### config.mk
export PLATFORM = sky130hd
export DESIGN_NAME = multicycle_main_fsm_flat
export DESIGN_NICKNAME = d
export VERILOG_FILES = /design/src/rtl/multicycle_main_fsm_if.sv /design/src/rtl/multicycle_main_fsm.sv /design/src/flat_wrapper.sv
export SDC_FILE = /design/constraint.sdc
export NUM_CORES = 1
export LEC_CHECK = 0
export ABC_AREA = 1
export BUFFER_PORTS_ARGS = -buffer_cell sky130_fd_sc_hd__buf_2
export CORE_MARGIN = 2
export CORE_UTILIZATION = 40
export CTS_CLUSTER_DIAMETER = 100
export DETAILED_ROUTE_END_ITERATION = 16
export PLACE_DENSITY = 0.67
export SLEW_MARGIN = 20
export SYNTH_ARGS = -nofsm -noshare
export SYNTH_HDL_FRONTEND = slang
export SYNTH_SLANG_ARGS = --single-unit
export TNS_END_PERCENT = 10
### constraint.sdc
create_clock -name clk -period 1.48 [get_ports clk]
set_input_delay 0.074 -clock clk [delete_from_list [all_inputs] [get_ports clk]]
set_output_delay 0.074 -clock clk [all_outputs]
set_load 0.01 [all_outputs]
### src/rtl/multicycle_main_fsm_if.sv
// Control bundle between the multi-cycle main FSM (master) and the shared datapath (slave).
interface multicycle_main_fsm_if #(
  parameter int STATE_W = 4
);
  logic [6:0]         op;
  logic               mem_ready;
  logic               branch_cond;
  logic               pc_write;
  logic               adr_src;
  logic               mem_write;
  logic               ir_write;
  logic               reg_write;
  logic [1:0]         result_src;
  logic [1:0]         alu_src_a;
  logic [1:0]         alu_src_b;
  logic [1:0]         alu_op;
  logic [2:0]         imm_src;
  logic               illegal;
  logic [STATE_W-1:0] state_o;

  modport master (
    input  op, mem_ready, branch_cond,
    output pc_write, adr_src, mem_write, ir_write, reg_write, result_src,
           alu_src_a, alu_src_b, alu_op, imm_src, illegal, state_o
  );

  modport slave (
    output op, mem_ready, branch_cond,
    input  pc_write, adr_src, mem_write, ir_write, reg_write, result_src,
           alu_src_a, alu_src_b, alu_op, imm_src, illegal, state_o
  );
endinterface

### src/rtl/multicycle_main_fsm.sv
// Main control FSM of the multi-cycle RV32I core: fetch/decode/execute/memory/writeback sequencing.
// ILLEGAL_TRAP_EN: unknown opcodes lock the FSM in TRAP with illegal=1; otherwise they run as a NOP.
module multicycle_main_fsm #(
  parameter int STATE_W = 4
) (
  input  logic                  clk,
  input  logic                  rst_n,
  multicycle_main_fsm_if.master bus
);

  localparam logic [6:0] OP_R    = 7'b0110011;
  localparam logic [6:0] OP_I    = 7'b0010011;
  localparam logic [6:0] OP_LOAD = 7'b0000011;
  localparam logic [6:0] OP_S    = 7'b0100011;
  localparam logic [6:0] OP_B    = 7'b1100011;
  localparam logic [6:0] OP_JAL  = 7'b1101111;
  localparam logic [6:0] OP_JALR = 7'b1100111;
  localparam logic [6:0] OP_LUI  = 7'b0110111;

  typedef enum logic [STATE_W-1:0] {
    FETCH, DECODE, MEMADR, MEMREAD, MEMWB, MEMWRITE, EXECR,
    EXECI, ALUWB, BRANCH, JALR_ADR, JUMP, LUI_EX, TRAP
  } state_e;

  typedef struct packed {
    logic       adr_src;
    logic       mem_write;
    logic       reg_write;
    logic [1:0] result_src;
    logic [1:0] alu_src_a;
    logic [1:0] alu_src_b;
    logic [1:0] alu_op;
    logic       branch;
    logic       pc_upd;
    logic       fetch;
  } ctrl_t;

  state_e state_q, state_d;
  ctrl_t  ctrl_q;
  logic [2:0] imm_d;
`ifdef ILLEGAL_TRAP_EN
  logic illegal_q;
`endif

  // Moore decode; registered against the next state so outputs come straight from flops.
  function automatic ctrl_t moore(state_e s);
    ctrl_t c;
    c = '0;
    case (s)
      FETCH:    begin c.alu_src_b = 2'b10; c.result_src = 2'b10; c.fetch = 1'b1; end
      DECODE:   begin c.alu_src_a = 2'b01; c.alu_src_b = 2'b01; end
      MEMADR:   begin c.alu_src_a = 2'b10; c.alu_src_b = 2'b01; end
      MEMREAD:  c.adr_src = 1'b1;
      MEMWB:    begin c.result_src = 2'b01; c.reg_write = 1'b1; end
      MEMWRITE: begin c.adr_src = 1'b1; c.mem_write = 1'b1; end
      EXECR:    begin c.alu_src_a = 2'b10; c.alu_op = 2'b10; end
      EXECI:    begin c.alu_src_a = 2'b10; c.alu_src_b = 2'b01; c.alu_op = 2'b10; end
      ALUWB:    c.reg_write = 1'b1;
      BRANCH:   begin c.alu_src_a = 2'b10; c.alu_op = 2'b01; c.branch = 1'b1; end
      JALR_ADR: begin c.alu_src_a = 2'b10; c.alu_src_b = 2'b01; end
      JUMP:     begin c.alu_src_a = 2'b01; c.alu_src_b = 2'b10; c.pc_upd = 1'b1; end
      LUI_EX:   begin c.alu_src_a = 2'b11; c.alu_src_b = 2'b01; end
      default:  c = '0;
    endcase
    return c;
  endfunction

  always_comb begin
    state_d = FETCH;
    case (state_q)
      FETCH:    state_d = bus.mem_ready ? DECODE : FETCH;
      DECODE: begin
        case (bus.op)
          OP_R:          state_d = EXECR;
          OP_I:          state_d = EXECI;
          OP_LOAD, OP_S: state_d = MEMADR;
          OP_B:          state_d = BRANCH;
          OP_JAL:        state_d = JUMP;
          OP_JALR:       state_d = JALR_ADR;
          OP_LUI:        state_d = LUI_EX;
`ifdef ILLEGAL_TRAP_EN
          default:       state_d = TRAP;
`else
          default:       state_d = FETCH;
`endif
        endcase
      end
      MEMADR:   state_d = (bus.op == OP_LOAD) ? MEMREAD : MEMWRITE;
      MEMREAD:  state_d = bus.mem_ready ? MEMWB : MEMREAD;
      MEMWB:    state_d = FETCH;
      MEMWRITE: state_d = bus.mem_ready ? FETCH : MEMWRITE;
      EXECR:    state_d = ALUWB;
      EXECI:    state_d = ALUWB;
      ALUWB:    state_d = FETCH;
      BRANCH:   state_d = FETCH;
      JALR_ADR: state_d = JUMP;
      JUMP:     state_d = ALUWB;
      LUI_EX:   state_d = ALUWB;
      TRAP:     state_d = TRAP;
      default:  state_d = FETCH;
    endcase
  end

  always_ff @(posedge clk or negedge rst_n) begin
    if (!rst_n) begin
      state_q   <= FETCH;
      ctrl_q    <= moore(FETCH);
`ifdef ILLEGAL_TRAP_EN
      illegal_q <= 1'b0;
`endif
    end else begin
      state_q   <= state_d;
      ctrl_q    <= moore(state_d);
`ifdef ILLEGAL_TRAP_EN
      illegal_q <= (state_d == TRAP);
`endif
    end
  end

  always_comb begin
    imm_d = 3'b000;
    case (bus.op)
      OP_S:    imm_d = 3'b001;
      OP_B:    imm_d = 3'b010;
      OP_LUI:  imm_d = 3'b011;
      OP_JAL:  imm_d = 3'b100;
      default: imm_d = 3'b000;
    endcase
  end

  // The reset register values already equal FETCH; rst_n only masks the combinational strobes.
  assign bus.ir_write   = rst_n & ctrl_q.fetch & bus.mem_ready;
  assign bus.pc_write   = rst_n & ((ctrl_q.fetch & bus.mem_ready) | ctrl_q.pc_upd |
                                   (ctrl_q.branch & bus.branch_cond));
  assign bus.imm_src    = rst_n ? imm_d : 3'b000;
  assign bus.adr_src    = ctrl_q.adr_src;
  assign bus.mem_write  = ctrl_q.mem_write;
  assign bus.reg_write  = ctrl_q.reg_write;
  assign bus.result_src = ctrl_q.result_src;
  assign bus.alu_src_a  = ctrl_q.alu_src_a;
  assign bus.alu_src_b  = ctrl_q.alu_src_b;
  assign bus.alu_op     = ctrl_q.alu_op;
  assign bus.state_o    = state_q;
`ifdef ILLEGAL_TRAP_EN
  assign bus.illegal    = illegal_q;
`else
  assign bus.illegal    = 1'b0;
`endif

endmodule
### src/flat_wrapper.sv
// flat-port wrapper written by rule: the top's interface ports become plain ports
module multicycle_main_fsm_flat 
#(
  parameter int STATE_W = 4
)
  (clk, rst_n, bus_op, bus_mem_ready, bus_branch_cond, bus_pc_write, bus_adr_src, bus_mem_write, bus_ir_write, bus_reg_write, bus_result_src, bus_alu_src_a, bus_alu_src_b, bus_alu_op, bus_imm_src, bus_illegal, bus_state_o);
  multicycle_main_fsm_if #(.STATE_W(STATE_W)) bus_i ();
  input  logic clk;
  input  logic rst_n;
  input wire logic [$bits(bus_i.op)-1:0] bus_op;
  input wire logic [$bits(bus_i.mem_ready)-1:0] bus_mem_ready;
  input wire logic [$bits(bus_i.branch_cond)-1:0] bus_branch_cond;
  output wire logic [$bits(bus_i.pc_write)-1:0] bus_pc_write;
  output wire logic [$bits(bus_i.adr_src)-1:0] bus_adr_src;
  output wire logic [$bits(bus_i.mem_write)-1:0] bus_mem_write;
  output wire logic [$bits(bus_i.ir_write)-1:0] bus_ir_write;
  output wire logic [$bits(bus_i.reg_write)-1:0] bus_reg_write;
  output wire logic [$bits(bus_i.result_src)-1:0] bus_result_src;
  output wire logic [$bits(bus_i.alu_src_a)-1:0] bus_alu_src_a;
  output wire logic [$bits(bus_i.alu_src_b)-1:0] bus_alu_src_b;
  output wire logic [$bits(bus_i.alu_op)-1:0] bus_alu_op;
  output wire logic [$bits(bus_i.imm_src)-1:0] bus_imm_src;
  output wire logic [$bits(bus_i.illegal)-1:0] bus_illegal;
  output wire logic [$bits(bus_i.state_o)-1:0] bus_state_o;
  assign bus_i.op = bus_op;
  assign bus_i.mem_ready = bus_mem_ready;
  assign bus_i.branch_cond = bus_branch_cond;
  assign bus_pc_write = bus_i.pc_write;
  assign bus_adr_src = bus_i.adr_src;
  assign bus_mem_write = bus_i.mem_write;
  assign bus_ir_write = bus_i.ir_write;
  assign bus_reg_write = bus_i.reg_write;
  assign bus_result_src = bus_i.result_src;
  assign bus_alu_src_a = bus_i.alu_src_a;
  assign bus_alu_src_b = bus_i.alu_src_b;
  assign bus_alu_op = bus_i.alu_op;
  assign bus_imm_src = bus_i.imm_src;
  assign bus_illegal = bus_i.illegal;
  assign bus_state_o = bus_i.state_o;
  multicycle_main_fsm #(.STATE_W(STATE_W)) u_core (.clk(clk), .rst_n(rst_n), .bus(bus_i));
endmodule
==> flow_results.xml <==
<?xml version="1.0" encoding="UTF-8"?>
<metrics>
  <group name="sta">
    <metric name="min_hold_slack" unit="ns">0.0767</metric>
    <metric name="postLayoutSetupSlackWorst" unit="ns">-0.101</metric>
    <metric name="fmaxAchievable" unit="MHz">632</metric>
    <metric name="final-hold-violation-count" unit="">0</metric>
    <metric name="period_needed" unit="ns">1.58</metric>
    <metric name="fin_worst_skew" unit="ns">0.0150</metric>
    <metric name="final_max_slew_violation_count" unit="">0</metric>
    <metric name="timing.setup.tns" unit="ns">-0.383</metric>
    <metric name="setup_violations" unit="">8</metric>
    <metric name="grt_setup_unrepaired" unit="">yes</metric>
    <metric name="timing.final.crit_share" unit="%">107</metric>
  </group>
  <group name="pwr">
    <metric name="p_per_area" unit="nW/um^2">703</metric>
    <metric name="maximum_vdd_drop" unit="uV">588</metric>
    <metric name="total_power" unit="mW">1.03</metric>
    <metric name="internal_power" unit="mW">0.705</metric>
    <metric name="sw_frac_of_total" unit="%">31.5</metric>
    <metric name="power.share.combinational" unit="%">29.7</metric>
    <metric name="switching_power" unit="mW">0.325</metric>
    <metric name="clockPowerShare" unit="%">23.4</metric>
    <metric name="power.sequential.fraction" unit="%">46.9</metric>
    <metric name="leakage" unit="nW">0.880</metric>
  </group>
  <group name="die">
    <metric name="dieArea" unit="um^2">3240</metric>
    <metric name="die_w" unit="um">56.9</metric>
    <metric name="core" unit="um^2">2710</metric>
    <metric name="dieHeight" unit="um">56.9</metric>
    <metric name="start_util" unit="%">41.3</metric>
    <metric name="core.rowCount" unit="">19</metric>
    <metric name="floorplan.io_pins" unit="">32</metric>
  </group>
  <group name="worst_setup_path">
    <metric name="slowest_stage_delay_on_critical_path" unit="ns">0.44</metric>
    <metric name="end_kind" unit="">flip-flop</metric>
    <metric name="timing.reg2reg.setup_slack" unit="ns">-0.10</metric>
    <metric name="top_cell_family_by_delay_on_the_critical_path" unit="">simple AND/OR/NAND/NOR gates</metric>
    <metric name="setup.worst_path.start_class" unit="">flip-flop</metric>
    <metric name="cpMostUsedCell" unit="">nand2_1</metric>
    <metric name="critical_path_required" unit="ns">1.66</metric>
    <metric name="crit_path_max_fanout" unit="">5</metric>
    <metric name="path_cells" unit="">nor2_4 &gt; nand3_2 &gt; nand2_1 &gt; inv_1 &gt; nand2_2 &gt; inv_2 &gt; nand2_4 &gt; nor2_1 &gt; nand2_1 &gt; inv_1 &gt; nor2_2 &gt; nand2_1</metric>
    <metric name="timing_worst_setup_path_type" unit="">reg2reg</metric>
    <metric name="reg2reg_to" unit="">u_core.bus.alu_src_a[1]</metric>
    <metric name="timing.rr.start" unit="">u_core.bus.state_o[3]</metric>
    <metric name="timing.critical_path.buf_inv" unit="">3</metric>
    <metric name="arrival" unit="ns">1.76</metric>
    <metric name="critPathSlowestCell" unit="">dfrtp_1</metric>
    <metric name="reg2regPathDepth" unit="">12</metric>
  </group>
  <group name="synth">
    <metric name="synth_cells" unit="">153</metric>
    <metric name="ys_seq_elements" unit="">16</metric>
    <metric name="syn_nets" unit="">164</metric>
    <metric name="synth-warning-count" unit="">0</metric>
    <metric name="synth_cell_types" unit="">22</metric>
    <metric name="synth_top_cell_area_share" unit="%">31.3</metric>
    <metric name="synth-seq-area-share" unit="%">36.0</metric>
    <metric name="yosys-top-cells-area" unit="">dfrtp_1 (31%), nand2_1 (10%), nor2_1 (6.7%)</metric>
    <metric name="mappedNetlistArea" unit="um^2">1120</metric>
    <metric name="syn_avg_cell_area" unit="um^2">7.32</metric>
    <metric name="synth_top_cell_by_area" unit="">dfrtp_1</metric>
  </group>
  <group name="worst_hold_path">
    <metric name="hold_path.startpoint" unit="">bus_mem_ready</metric>
    <metric name="min_delay_worst_endpoint" unit="">u_core.bus.result_src[0]</metric>
    <metric name="class_of_the_most_critical_hold_timing_path" unit="">in2reg</metric>
    <metric name="hold-path-cell-count" unit="">3</metric>
  </group>
  <group name="grt">
    <metric name="overflow" unit="">0</metric>
    <metric name="global_route.usage.total" unit="%">16.2</metric>
    <metric name="wire_length_of_the_first_global_routing_pass" unit="mm">4.01</metric>
    <metric name="antenna_found_initial" unit="">0</metric>
    <metric name="first_global_vias" unit="">998</metric>
    <metric name="grt_start_max_net_pins" unit="">17</metric>
  </group>
  <group name="clock_network">
    <metric name="cts_made_buffers" unit="">3</metric>
    <metric name="clock-sinks" unit="">16</metric>
    <metric name="clk_transition_reported_paths" unit="ns">0.10</metric>
    <metric name="root_buffer" unit="">clkbuf_4</metric>
    <metric name="clk_path_buf_depth" unit="">2</metric>
    <metric name="clock_insertion_delay_worst_skew" unit="ns">0.29</metric>
    <metric name="htreeDepth" unit="">1</metric>
    <metric name="cts_tree" unit="">built</metric>
  </group>
  <group name="place">
    <metric name="place.port_buffers" unit="">30</metric>
    <metric name="place_hpwl" unit="mm">1.94</metric>
    <metric name="gpl.final_weighted_congestion" unit="">0.887</metric>
    <metric name="placed_cell_area" unit="um^2">1330</metric>
  </group>
  <group name="finish">
    <metric name="multi_input_area" unit="um^2">597</metric>
    <metric name="num_antenna_cells" unit="">0</metric>
    <metric name="layout_commonest_cell" unit="">buf_2</metric>
    <metric name="final_net_count" unit="">209</metric>
    <metric name="final_cell_area" unit="um^2">1460</metric>
    <metric name="fillers" unit="">258</metric>
    <metric name="area_growth_syn_to_fin" unit="%">30.7</metric>
    <metric name="layout_common_cells" unit="">buf_2 (30), nand2_1 (29), nor2_1 (19)</metric>
    <metric name="sequential_cell_area" unit="um^2">405</metric>
    <metric name="drive_gt1_share" unit="%">49.2</metric>
  </group>
  <group name="status">
    <metric name="status" unit="">finished, violations left</metric>
    <metric name="failing_checks" unit="">negative setup slack</metric>
  </group>
  <group name="run">
    <metric name="timing.max_cap.violations" unit="">0</metric>
  </group>
  <group name="routing">
    <metric name="detail_route.drc_violations" unit="">0</metric>
    <metric name="num_vias" unit="">1073</metric>
    <metric name="detail-route-antenna-nets" unit="">0</metric>
    <metric name="route.detailed.wl_per_inst" unit="um">11.0</metric>
    <metric name="detailedRoute.firstPassIterationCount" unit="">4</metric>
    <metric name="route.final.wire_length" unit="mm">2.51</metric>
    <metric name="drt-initial-drc-count" unit="">17</metric>
    <metric name="post_drt_via_cell_ratio" unit="">4.71</metric>
  </group>
</metrics>
## layer usage
metal  part of all wire, %  vias up  wire (um)  global-route usage [%]
li1                      -      543          -                       -
met1                    43      492       1070                    18.5
met2                    52       33       1300                    28.6
met3                   3.7        5         92                    3.00
met4                   1.8        0         45                    7.97
met5                     0        -          0                       0
## final cells by class
cell class              instances  share of cell area [%]
inverters                      26                    6.67
clock buffers                   4                    1.79
multi-input cells             102                    40.8
flip-flops and latches         16                    27.7
well taps                      31                    2.65
repair buffers                 49                    20.4
## synth_stat cells
cell type and n:
a21oi_2 1, nor2_4 4, dfstp_2 2, nor2_1 20, inv_2 8, nand2_4 2
nor2_2 6, a21oi_4 1, o21ai_0 1, a21oi_1 5, conb_1 1, nand4_1 2
nand2_1 31, o21ai_2 2, nand3_1 12, inv_1 18, buf_4 9, dfrtp_1 14
and2_4 1, nand3_2 4, nand3b_1 1, nand2_2 8
## sequential cells by signal (all words and copies together), names as in the netlist
name,cells
u_core.bus.adr_src,1
u_core.bus.alu_op,1
u_core.bus.alu_src_a,2
u_core.bus.alu_src_b,2
u_core.bus.mem_write,1
u_core.bus.reg_write,1
u_core.bus.result_src,1
u_core.bus.state_o,4
u_core.ctrl_q,3
## how the worst max path moves through the flow
stage	startpoint	to	cells after the start
6_report	u_core.bus.state_o[3]	u_core.bus.alu_src_a[1]	12
5_1_grt	u_core.bus.state_o[3]	u_core.bus.alu_src_a[1]	12
4_1_cts	u_core.bus.state_o[2]	u_core.bus.alu_src_a[1]	10
3_5_place_dp	u_core.bus.state_o[2]	u_core.bus.alu_src_b[0]	10
3_3_place_gp	u_core.bus.state_o[3]	u_core.bus.alu_src_a[1]	11
2_1_floorplan	u_core.bus.state_o[2]	u_core.bus.alu_src_a[1]	12
## tightest hold or removal path: cells and delay by family
kind | cells | cell delay (ns)
buffers and inverters | 2 | 0.18
and+or+nand+nor | 1 | 0.09
## per-stage QoR
| step | utilization (%) | std cells | setup slack (ns) |
|---|---|---|---|
| global placement | 49.1 | 217 | -0.0370 |
| floorplan | - | 153 | 0.0157 |
| finish | 54.0 | 228 | -0.101 |
| global route | 54.0 | 228 | -0.189 |
| CTS | 52.4 | 227 | -0.0569 |
| detailed placement | 49.1 | 217 | -0.0547 |
## cells by family (layout without fill, tap and decap cells)
kind of cell,Yosys count,count (layout),synth area share [%]
flops,16,16,36.0
compound gates,10,10,6.48
buf+inv,35,79,14.7
other cells,1,1,0.335
simple gates,91,91,42.5
## power by group through the flow
stage               clock network, mW  registers, mW  logic (mW)
floorplan                           0          0.496       0.173
global placement                    0          0.491       0.263
detailed placement                  0          0.493       0.268
CTS                             0.246          0.483       0.289
global route                    0.282          0.485       0.337
finish                          0.241          0.483       0.306
## timing repair
| action | CTS | global route |
|---|---|---|
| hold buffers | 1 | 0 |
| pin swaps | 4 | 14 |
| setup buffers | 5 | 1 |
| setup endpoints to repair | 7 | 11 |
| hold endpoints to repair | 16 | 0 |
| gates resized for setup | 4 | 9 |
(Power assumes the default switching activity.)
